`src/rtl/conv_ctrl.sv`:
```
// Frame controller for a 3x3 convolution datapath: feeds pixels into the conv shift registers
// and tags which datapath outputs are full in-image windows, delayed to match conv latency.
module conv_ctrl #(
    parameter int unsigned IMG_W    = 5,
    parameter int unsigned IMG_H    = 5,
    parameter int unsigned CONV_LAT = 1
) (
    input  logic       clk,
    input  logic       reset,
    input  logic       start,
    input  logic       abort,
    input  logic       in_valid,
    input  logic [7:0] in_pxl,
    output logic       in_ready,
    output logic       conv_clr,
    output logic       conv_en,
    output logic [7:0] conv_pxl,
    output logic       win_valid,
    output logic [7:0] win_row,
    output logic [7:0] win_col,
    output logic       busy,
    output logic       done
);
    localparam logic [7:0] ColLast   = 8'(IMG_W - 1);
    localparam logic [7:0] RowLast   = 8'(IMG_H - 1);
    localparam logic [2:0] DrainLast = 3'(CONV_LAT - 1);

    typedef enum logic [2:0] {StIdle, StFill, StRun, StDrain, StDone} state_e;

    state_e              state_q, state_d;
    logic [7:0]          col_q, col_d;
    logic [7:0]          row_q, row_d;
    logic [7:0]          pxl_q, pxl_d;
    logic [2:0]          drain_q, drain_d;
    logic [CONV_LAT-1:0] pv_q, pv_d;
    logic [7:0]          prow_q [CONV_LAT];
    logic [7:0]          prow_d [CONV_LAT];
    logic [7:0]          pcol_q [CONV_LAT];
    logic [7:0]          pcol_d [CONV_LAT];
    logic                accept, kill, last_col, last_row;

    always_comb begin
        in_ready = (state_q == StFill) || (state_q == StRun);
        kill     = abort && (state_q != StIdle);
        // abort wins over a pixel offered in the same cycle
        accept   = in_valid && in_ready && !abort;
        last_col = (col_q == ColLast);
        last_row = (row_q == RowLast);

        state_d  = state_q;
        col_d    = col_q;
        row_d    = row_q;
        drain_d  = drain_q;
        pxl_d    = accept ? in_pxl : pxl_q;
        conv_clr = 1'b0;

        if (accept) begin
            col_d = last_col ? 8'd0 : col_q + 8'd1;
            if (last_col) begin
                row_d = last_row ? 8'd0 : row_q + 8'd1;
            end
        end

        unique case (state_q)
            StIdle: begin
                if (start && !abort) begin
                    state_d  = StFill;
                    col_d    = 8'd0;
                    row_d    = 8'd0;
                    conv_clr = 1'b1;
                end
            end
            StFill: begin
                if (accept && (row_q == 8'd1) && last_col) begin
                    state_d = StRun;
                end
            end
            StRun: begin
                if (accept && last_row && last_col) begin
                    state_d = StDrain;
                    drain_d = 3'd0;
                end
            end
            StDrain: begin
                drain_d = drain_q + 3'd1;
                if (drain_q == DrainLast) begin
                    state_d = StDone;
                end
            end
            StDone:  state_d = StIdle;
            default: state_d = StIdle;
        endcase

        if (kill) begin
            state_d = StIdle;
        end

        // Window tag pipeline: shifts every cycle, zeros fill bubbles, abort flushes it.
        pv_d = '0;
        for (int i = 0; i < int'(CONV_LAT); i++) begin
            prow_d[i] = 8'd0;
            pcol_d[i] = 8'd0;
        end
        if (!kill) begin
            pv_d[0] = accept && (row_q >= 8'd2) && (col_q >= 8'd2);
            if (pv_d[0]) begin
                prow_d[0] = row_q - 8'd1;
                pcol_d[0] = col_q - 8'd1;
            end
            for (int i = 1; i < int'(CONV_LAT); i++) begin
                pv_d[i]   = pv_q[i-1];
                prow_d[i] = prow_q[i-1];
                pcol_d[i] = pcol_q[i-1];
            end
        end
    end

    always_ff @(posedge clk) begin
        if (!reset) begin
            state_q <= StIdle;
            col_q   <= 8'd0;
            row_q   <= 8'd0;
            pxl_q   <= 8'd0;
            drain_q <= 3'd0;
            pv_q    <= '0;
            for (int i = 0; i < int'(CONV_LAT); i++) begin
                prow_q[i] <= 8'd0;
                pcol_q[i] <= 8'd0;
            end
        end else begin
            state_q <= state_d;
            col_q   <= col_d;
            row_q   <= row_d;
            pxl_q   <= pxl_d;
            drain_q <= drain_d;
            pv_q    <= pv_d;
            for (int i = 0; i < int'(CONV_LAT); i++) begin
                prow_q[i] <= prow_d[i];
                pcol_q[i] <= pcol_d[i];
            end
        end
    end

    assign conv_en   = accept;
    assign conv_pxl  = pxl_d;
    assign busy      = (state_q != StIdle);
    assign done      = (state_q == StDone);
    assign win_valid = pv_q[CONV_LAT-1];
    assign win_row   = prow_q[CONV_LAT-1];
    assign win_col   = pcol_q[CONV_LAT-1];

endmodule
```
`config.mk`:
```
export PLATFORM = sky130hd
export DESIGN_NAME = conv_ctrl
export DESIGN_NICKNAME = d
export VERILOG_FILES = /design/src/rtl/conv_ctrl.sv
export SDC_FILE = /design/constraint.sdc
export NUM_CORES = 1
export LEC_CHECK = 0
export ABC_AREA = 1
export CAP_MARGIN = 10
export CORE_AREA = 5 5 92 94
export CTS_CLUSTER_DIAMETER = 50
export DETAILED_ROUTE_END_ITERATION = 16
export DIE_AREA = 0 0 97 99
export GPL_TIMING_DRIVEN = 0
export PLACE_DENSITY_LB_ADDON = 0.12
export SETUP_SLACK_MARGIN = 0.02
export SYNTH_ARGS = -nofsm -noshare
export SYNTH_HDL_FRONTEND = slang
export SYNTH_SLANG_ARGS = --single-unit
```
`constraint.sdc`:
```
create_clock -name clk -period 1.8 [get_ports clk]
set_input_delay 0.36 -clock clk [delete_from_list [all_inputs] [get_ports clk]]
set_output_delay 0.36 -clock clk [all_outputs]
set_load 0.01 [all_outputs]
```
==> results.yml, run 1 <==
run_status:
  status: "finished, violations left"
  violations: "negative setup slack"
flow_run:
  cap_violations: 0
pwr:
  p_int_uw: 2110
  power_frac_comb: 0.384
  irDropWorstVdd_uv: 466
  p_leak_uw: 0.00153
  clkPwrFrac: 0.245
  p_seq_frac: 0.371
  p_sw_uw: 1030
  p_sw_frac: 0.327
  power_density_mw_per_mm2: 898
synth:
  synthXorXnorAreaFrac: 0.0263
  synth_area_per_cell_sq_um: 7.40
  ys_seq_area_frac: 0.403
  synth_area_sq_mm: 0.00233
  synth_top_family_by_area: "simple AND/OR/NAND/NOR gates"
  synthMuxAreaShare: 0
  ys_warn_count: 0
  synthMostInstantiatedCell: "dfxtp_1"
  synth_ff_type: "dfxtp_1"
  synth_commonest_cells: "dfxtp_1 (47), nand2_1 (44), nor2_1 (40)"
  yosys-top-cells-area: "dfxtp_1 (40%), nand2_1 (7.1%), nor2_1 (6.4%)"
  yosys.area_share.simple: 0.332
  synth_cell_types: 29
  synthAdderAreaFrac: 0.0483
  ys_async_sr_fraction: 0
  synth_cells: 315
  synth_compound_area_frac: 0.0998
  yosys.area.top_type: "dfxtp_1"
  syn_nets: 337
  synth-seq-cells: 47
  yosys.area.top_type_share: 0.403
  synth_edf_count: 0
sta:
  skew_ps: 5.76
  min_period_over_period: 1.09
  setup_violations: 9
  max_freq_mhz: 509
  slew_violations: 0
  worst_hold_slack_ps: 485
  min_period_ps: 1970
  setup_ws_ps: -165
  relSlewSlack: 0.666
  hold_violations: 0
  worstMarginPinSlew_ps: 497
  rsz0062_at_grt: "true"
min_path:
  hp-class: "reg -> reg"
  hold_depth: 1
  holdPathEnd: "pcol_q[0][0]"
  hold_path.startpoint: "col_q[0]"
setup_path:
  cp.required_ps: 1440
  r2r_cells: 10
  arrival_ps: 1610
  crit_path_end_kind: "primary output"
  rrSetupSlack_ps: 90
  rr_startpoint: "col_q[0]"
  crit_cells: 10
  r2r-end: "row_q[6]"
  cp_num_buf_inv: 4
  cp_top_family: "simple AND/OR/NAND/NOR gates"
  cp_slowest_cell: "dfxtp_4"
  cp_max_fo: 7
  max_stage_delay_ps: 400
  crit_path_cell_trace: "nor2_4, nand2_2, nand2_4, nand2_8, inv_6, buf_6, or2_1, o21ai_4, inv_1, buf_2"
  path_class: "reg -> out"
  cp-start-kind: "flop"
cts:
  root_buffer: "clkbuf_8"
  numCtsBuffers: 5
  h-tree-depth: 2
  clockBufferDepth: 2
  clk_pin_slew_worst_paths_ps: 90
  clock_sinks: 47
  cts_hold_buf: 0
  clk_latency_ps: 300
  cts_tree: "built"
route:
  wl_per_cell_um: 11.4
  ant_nets: 0
  drc: 0
  viasPerCell: 4.48
  first_pass_iters: 4
  drtIter0Drc: 102
  wl_um: 5610
  num_vias: 2200
grt:
  grt_usage: 0.119
  grt_max_degree: 14
  use_met1: 0.150
  grt.busiest_layer: "met2"
  grt_use_met3: 0.0318
  grt_remaining_overflow: 0
  grtUsageMet2: 0.200
  grt_pass1_vias: 2082
  antenna_found_initial: 0
  grt_pass1_wl_um: 9490
finish:
  area_growth_pct: 49.8
  drive_gt1_frac: 0.324
  fin_area_sq_mm: 0.00349
  diodes: 0
  fill_cells: 729
  final_nets: 411
die:
  initial_core_util: 0.308
  fp.dieW_um: 97
  io_pins: 43
  placeableCoreArea_sq_mm: 0.00757
  die_area_sq_mm: 0.00960
  rows: 32
  die_y_um: 99
place:
  place_congestion: 0.804
  hpwlAfterDp_um: 4000
  postPlaceCellArea_sq_mm: 0.00288
  port_buffers: 42
  post-place-ws_ps: -995
## cells in the final DEF (no fill, tap or decap), types with 3 or more instances in the layout
cell              n
buf_6            14
ha_1              7
nor3b_1           3
nor3_1           13
clkbuf_8          5
nor3_2            3
nand4_1           4
dlygate4sd2_1     5
inv_2            11
dfxtp_2           3
nor2_4            6
nor2_1           36
nand2_2           3
or2_2             6
a21oi_1          18
o21ai_4           7
nand3_1          12
a21oi_2           7
inv_1            28
buf_2             7
xor2_1            5
dfxtp_1          41
nand2_1          42
or2_1             5
clkdlybuf4s50_1  27
buf_4            15
nor2_2           11
buf_8             3
nor3_4            3
dfxtp_4           3
o21ai_0          11
## flip-flops by register name, summed over array words and instances (netlist names)
signal and count:
row_q 8, state_q 3, win_valid 1, col_q 8, drain_q 3, pxl_q 8, prow_q 8, pcol_q 8
## worst reg2reg max path, cell delays in order, from the launching register on
cell and delay [ps]:
dfxtp_4 380, inv_2 90, ha_4 150, nand3_2 100, nor2_4 210, buf_4 160, buf_4 90, nand2_1 70
nor3_2 130, xor2_1 160, nor2_1 50
## how the worst max path moves through the flow
stage | to | from | slack [ps]
2_1_floorplan | conv_pxl[3] | state_q[1] | 130
3_3_place_gp | conv_pxl[2] | in_valid | -1000
3_5_place_dp | conv_pxl[2] | in_valid | -1000
4_1_cts | conv_pxl[2] | state_q[0] | -200
5_1_grt | conv_pxl[4] | state_q[0] | -280
6_report | conv_pxl[6] | state_q[0] | -170
## what timing repair did
action / 4_1_cts / 5_1_grt
gates cloned: 1 / 0
buffers inserted: 20 / 6
pin swaps: 6 / 11
resized for setup: 89 / 53
endpoints found under the setup margin: 35 / 33
## final cells by class
cell class | instances | area (sq um) | share of cell area
plain buffers | 8 | 78.8 | 0.0226
clock buffers | 6 | 72.6 | 0.0208
clock inverters | 1 | 30.0 | 0.00859
inverters | 42 | 169 | 0.0483
multi-input cells | 218 | 1420 | 0.406
flip-flops and latches | 47 | 956 | 0.274
well taps | 102 | 128 | 0.0365
repair buffers | 67 | 643 | 0.184
## through the flow
step | setup TNS [ps] | total power (uW) | util | cells
floorplan | 0 | 1680 | - | 315
global placement | -17380 | 2020 | 0.381 | 459
detailed placement | -17280 | 2020 | 0.381 | 459
CTS | -1320 | 3030 | 0.433 | 487
global route | -2080 | 3340 | 0.462 | 491
finish | -1180 | 3140 | 0.462 | 491
## power groups by stage
stage / logic, uW / clock network, uW / registers [uW]
floorplan: 525 / 0 / 1160
global placement: 851 / 0 / 1170
detailed placement: 849 / 0 / 1170
CTS: 1070 / 795 / 1170
global route: 1340 / 821 / 1180
finish: 1210 / 768 / 1170
## layer usage
layer	vias up	wire, um
met5	-	0
met4	0	42
met3	4	287
met2	58	2600
met1	978	2680
li1	1160	-
## logic make-up after synthesis
logic type	after synthesis
buffers and inverters	50
XOR/XNOR	7
AO/OA/AOI/OAI	46
adder cells (fa/ha/maj)	9
flip-flops	47
AND/OR/NAND/NOR	156
No activity file was read; power rests on OpenSTA's default activity.
==> run 2, diff against run 1 <==
Settings changed: CTS_CLUSTER_SIZE set to 25, RECOVER_POWER set to 100.
==> results of run 2 <==
No change in the layout: final DEF, timing and power equal those of run 1.
==> RTL edit, RTL diff (config.mk and constraints of run 2) <==
Reset style: asynchronous (`reset`), changed in one clocked block.
--- a/src/rtl/conv_ctrl.sv
+++ b/src/rtl/conv_ctrl.sv
@@ -115,7 +115,7 @@
         end
     end
 
-    always_ff @(posedge clk) begin
+    always_ff @(posedge clk or negedge reset) begin
         if (!reset) begin
             state_q <= StIdle;
             col_q   <= 8'd0;
Behaviour: differs if reset is asserted again (counterexample within 4 cycles, from zero or initial values and one cycle with reset low); with reset held inactive, the same outputs for 10 cycles.
==> RTL edit against run 2 <==
The run still ends with negative setup slack left. Critical endpoint is now conv_pxl[3]. Routed wire length increased by 9.3%. Maximum frequency is 3.9% lower. Area after synthesis increased by 4.6%. Non-clock buffer count increased by 2. Worst setup slack worse by 79 ps. Sequential cell count unchanged. Clock power is 22% higher. Cell count fell by 2.6%. Design area fell by 0.25%. Highest routed layer unchanged. Total power up 49%.
==> RTL edit: results (changes against run 2) <==
- Power consumption: 4680 uW (was 3140 uW)
- Met2 track demand over resource in global routing: 21.9% (was 20.0%)
- Met3 WL post-DR: 234 um (was 287 um)
- Post-detail-place hpwl: 4220 um (was 4000 um)
- Worst setup path startpoint: state_q[0] (unchanged)
- Xor-xnor portion of the synthesized cell area: 3.95% (was 2.63%)
- Worst reg2reg path startpoint: row_q[1] (was col_q[0])
- Top area cells in the synthesized netlist: sky130_fd_sc_hd__dfrtp_1, sky130_fd_sc_hd__nand2_1, sky130_fd_sc_hd__nor2_1 (was sky130_fd_sc_hd__dfxtp_1, sky130_fd_sc_hd__nand2_1, sky130_fd_sc_hd__nor2_1)
- Post-cts gate resize count: 77 (was 89)
- Run status: finished, violations left (unchanged)
- Met1 Routed Length: 2830 um (was 2680 um)
- Crit-path slowest cell: sky130_fd_sc_hd__dfrtp_1 (was sky130_fd_sc_hd__dfxtp_4)
- GR Layer Usage met3: 2.90% (was 3.18%)
- Register-to-Register Setup Slack: 40 ps (was 90 ps)
- Global-route usage over all layers: 13.0% (was 11.9%)
- HP Class: in2async (was reg2reg)
- Mean area per synthesized cell: 8.18 sq um (was 7.40 sq um)
- Vias in the first global route: 2,079 (was 2,082)
- End of the worst register-to-register path: state_q[1] (was row_q[6])
- FFs w/ async S/R, synth: 100% (was 0%)
- Wire length on met2: 3010 um (was 2600 um)
- Post-synthesis share of cell area spent on full adders, half adders and majority gates: 4.62% (was 4.83%)
- Final setup viols: 9 (unchanged)
- Worst slew slack as a fraction of its limit: 24.9% (was 66.6%)
- Max FO, Critical Path: 4 (was 7)
- Share of layout cells above drive strength 1: 27.1% (was 32.4%)
- Detailed Route WL: 6130 um (was 5610 um)
- Maximum clock skew at final layout: 6.06 ps (was 5.76 ps)
- Fin Setup TNS: -1780 ps (was -1180 ps)
- R2R cell count: 9 (was 10)
- Violations in the final reports: negative setup slack (unchanged)
- Final worst setup slack: -244 ps (was -165 ps)
- Leakage: 0.00174 uW (was 0.00153 uW)
- DRC marker count from the first detailed-route iteration: 122 (was 102)
- Worst IR Drop VDD: 0.000616 V (was 0.000466 V)
- Placer's final routability congestion estimate: 0.780 (was 0.804)
- Logic gate share of total power: 49.7% (was 38.4%)
- Final routed wire length divided by cell count: 12.8 um (was 11.4 um)
- Number of nets produced by synthesis: 320 (was 337)
- Commonest cells in the netlist: sky130_fd_sc_hd__nand2_1, sky130_fd_sc_hd__dfrtp_1, sky130_fd_sc_hd__nor2_1, sky130_fd_sc_hd__inv_1, sky130_fd_sc_hd__nand3_1 (was sky130_fd_sc_hd__dfxtp_1, sky130_fd_sc_hd__nand2_1, sky130_fd_sc_hd__nor2_1, sky130_fd_sc_hd__inv_1, sky130_fd_sc_hd__a21oi_1)
- Via density per instance: 4.48 (about the same)
- Number of distinct standard cells referenced by the synthesized netlist: 26 (was 29)
- Net Switching: 1730 uW (was 1030 uW)
- Primary flip-flop cell chosen by synthesis mapping: sky130_fd_sc_hd__dfrtp_1 (was sky130_fd_sc_hd__dfxtp_1)
## RTL edit: cell types whose count changed after synthesis, moves of 3 or more
cell                      delta
sky130_fd_sc_hd__a21oi_1    -14
sky130_fd_sc_hd__dfrtp_1    +47
sky130_fd_sc_hd__dfxtp_1    -47
sky130_fd_sc_hd__nand2_1    +24
sky130_fd_sc_hd__nand3_1     +6
sky130_fd_sc_hd__nand4_1     +3
sky130_fd_sc_hd__nor2_2      -8
sky130_fd_sc_hd__nor3_1      -9
sky130_fd_sc_hd__o21ai_1     -5
sky130_fd_sc_hd__or2_1       -5
sky130_fd_sc_hd__or2_2       -6
sky130_fd_sc_hd__xor2_1      +6
## RTL edit: cell type report
| type | instances | area (sq um) |
|---|---|---|
| inverters | 40 | 158 |
| clock buffers | 5 | 68.8 |
| repair buffers | 70 | 634 |
| flip-flops and latches | 47 | 1180 |
| multi-input cells | 204 | 1180 |
| plain buffers | 7 | 70.1 |
| fillers | 742 | 4080 |
| well taps | 102 | 128 |
| clock inverters | 3 | 67.6 |
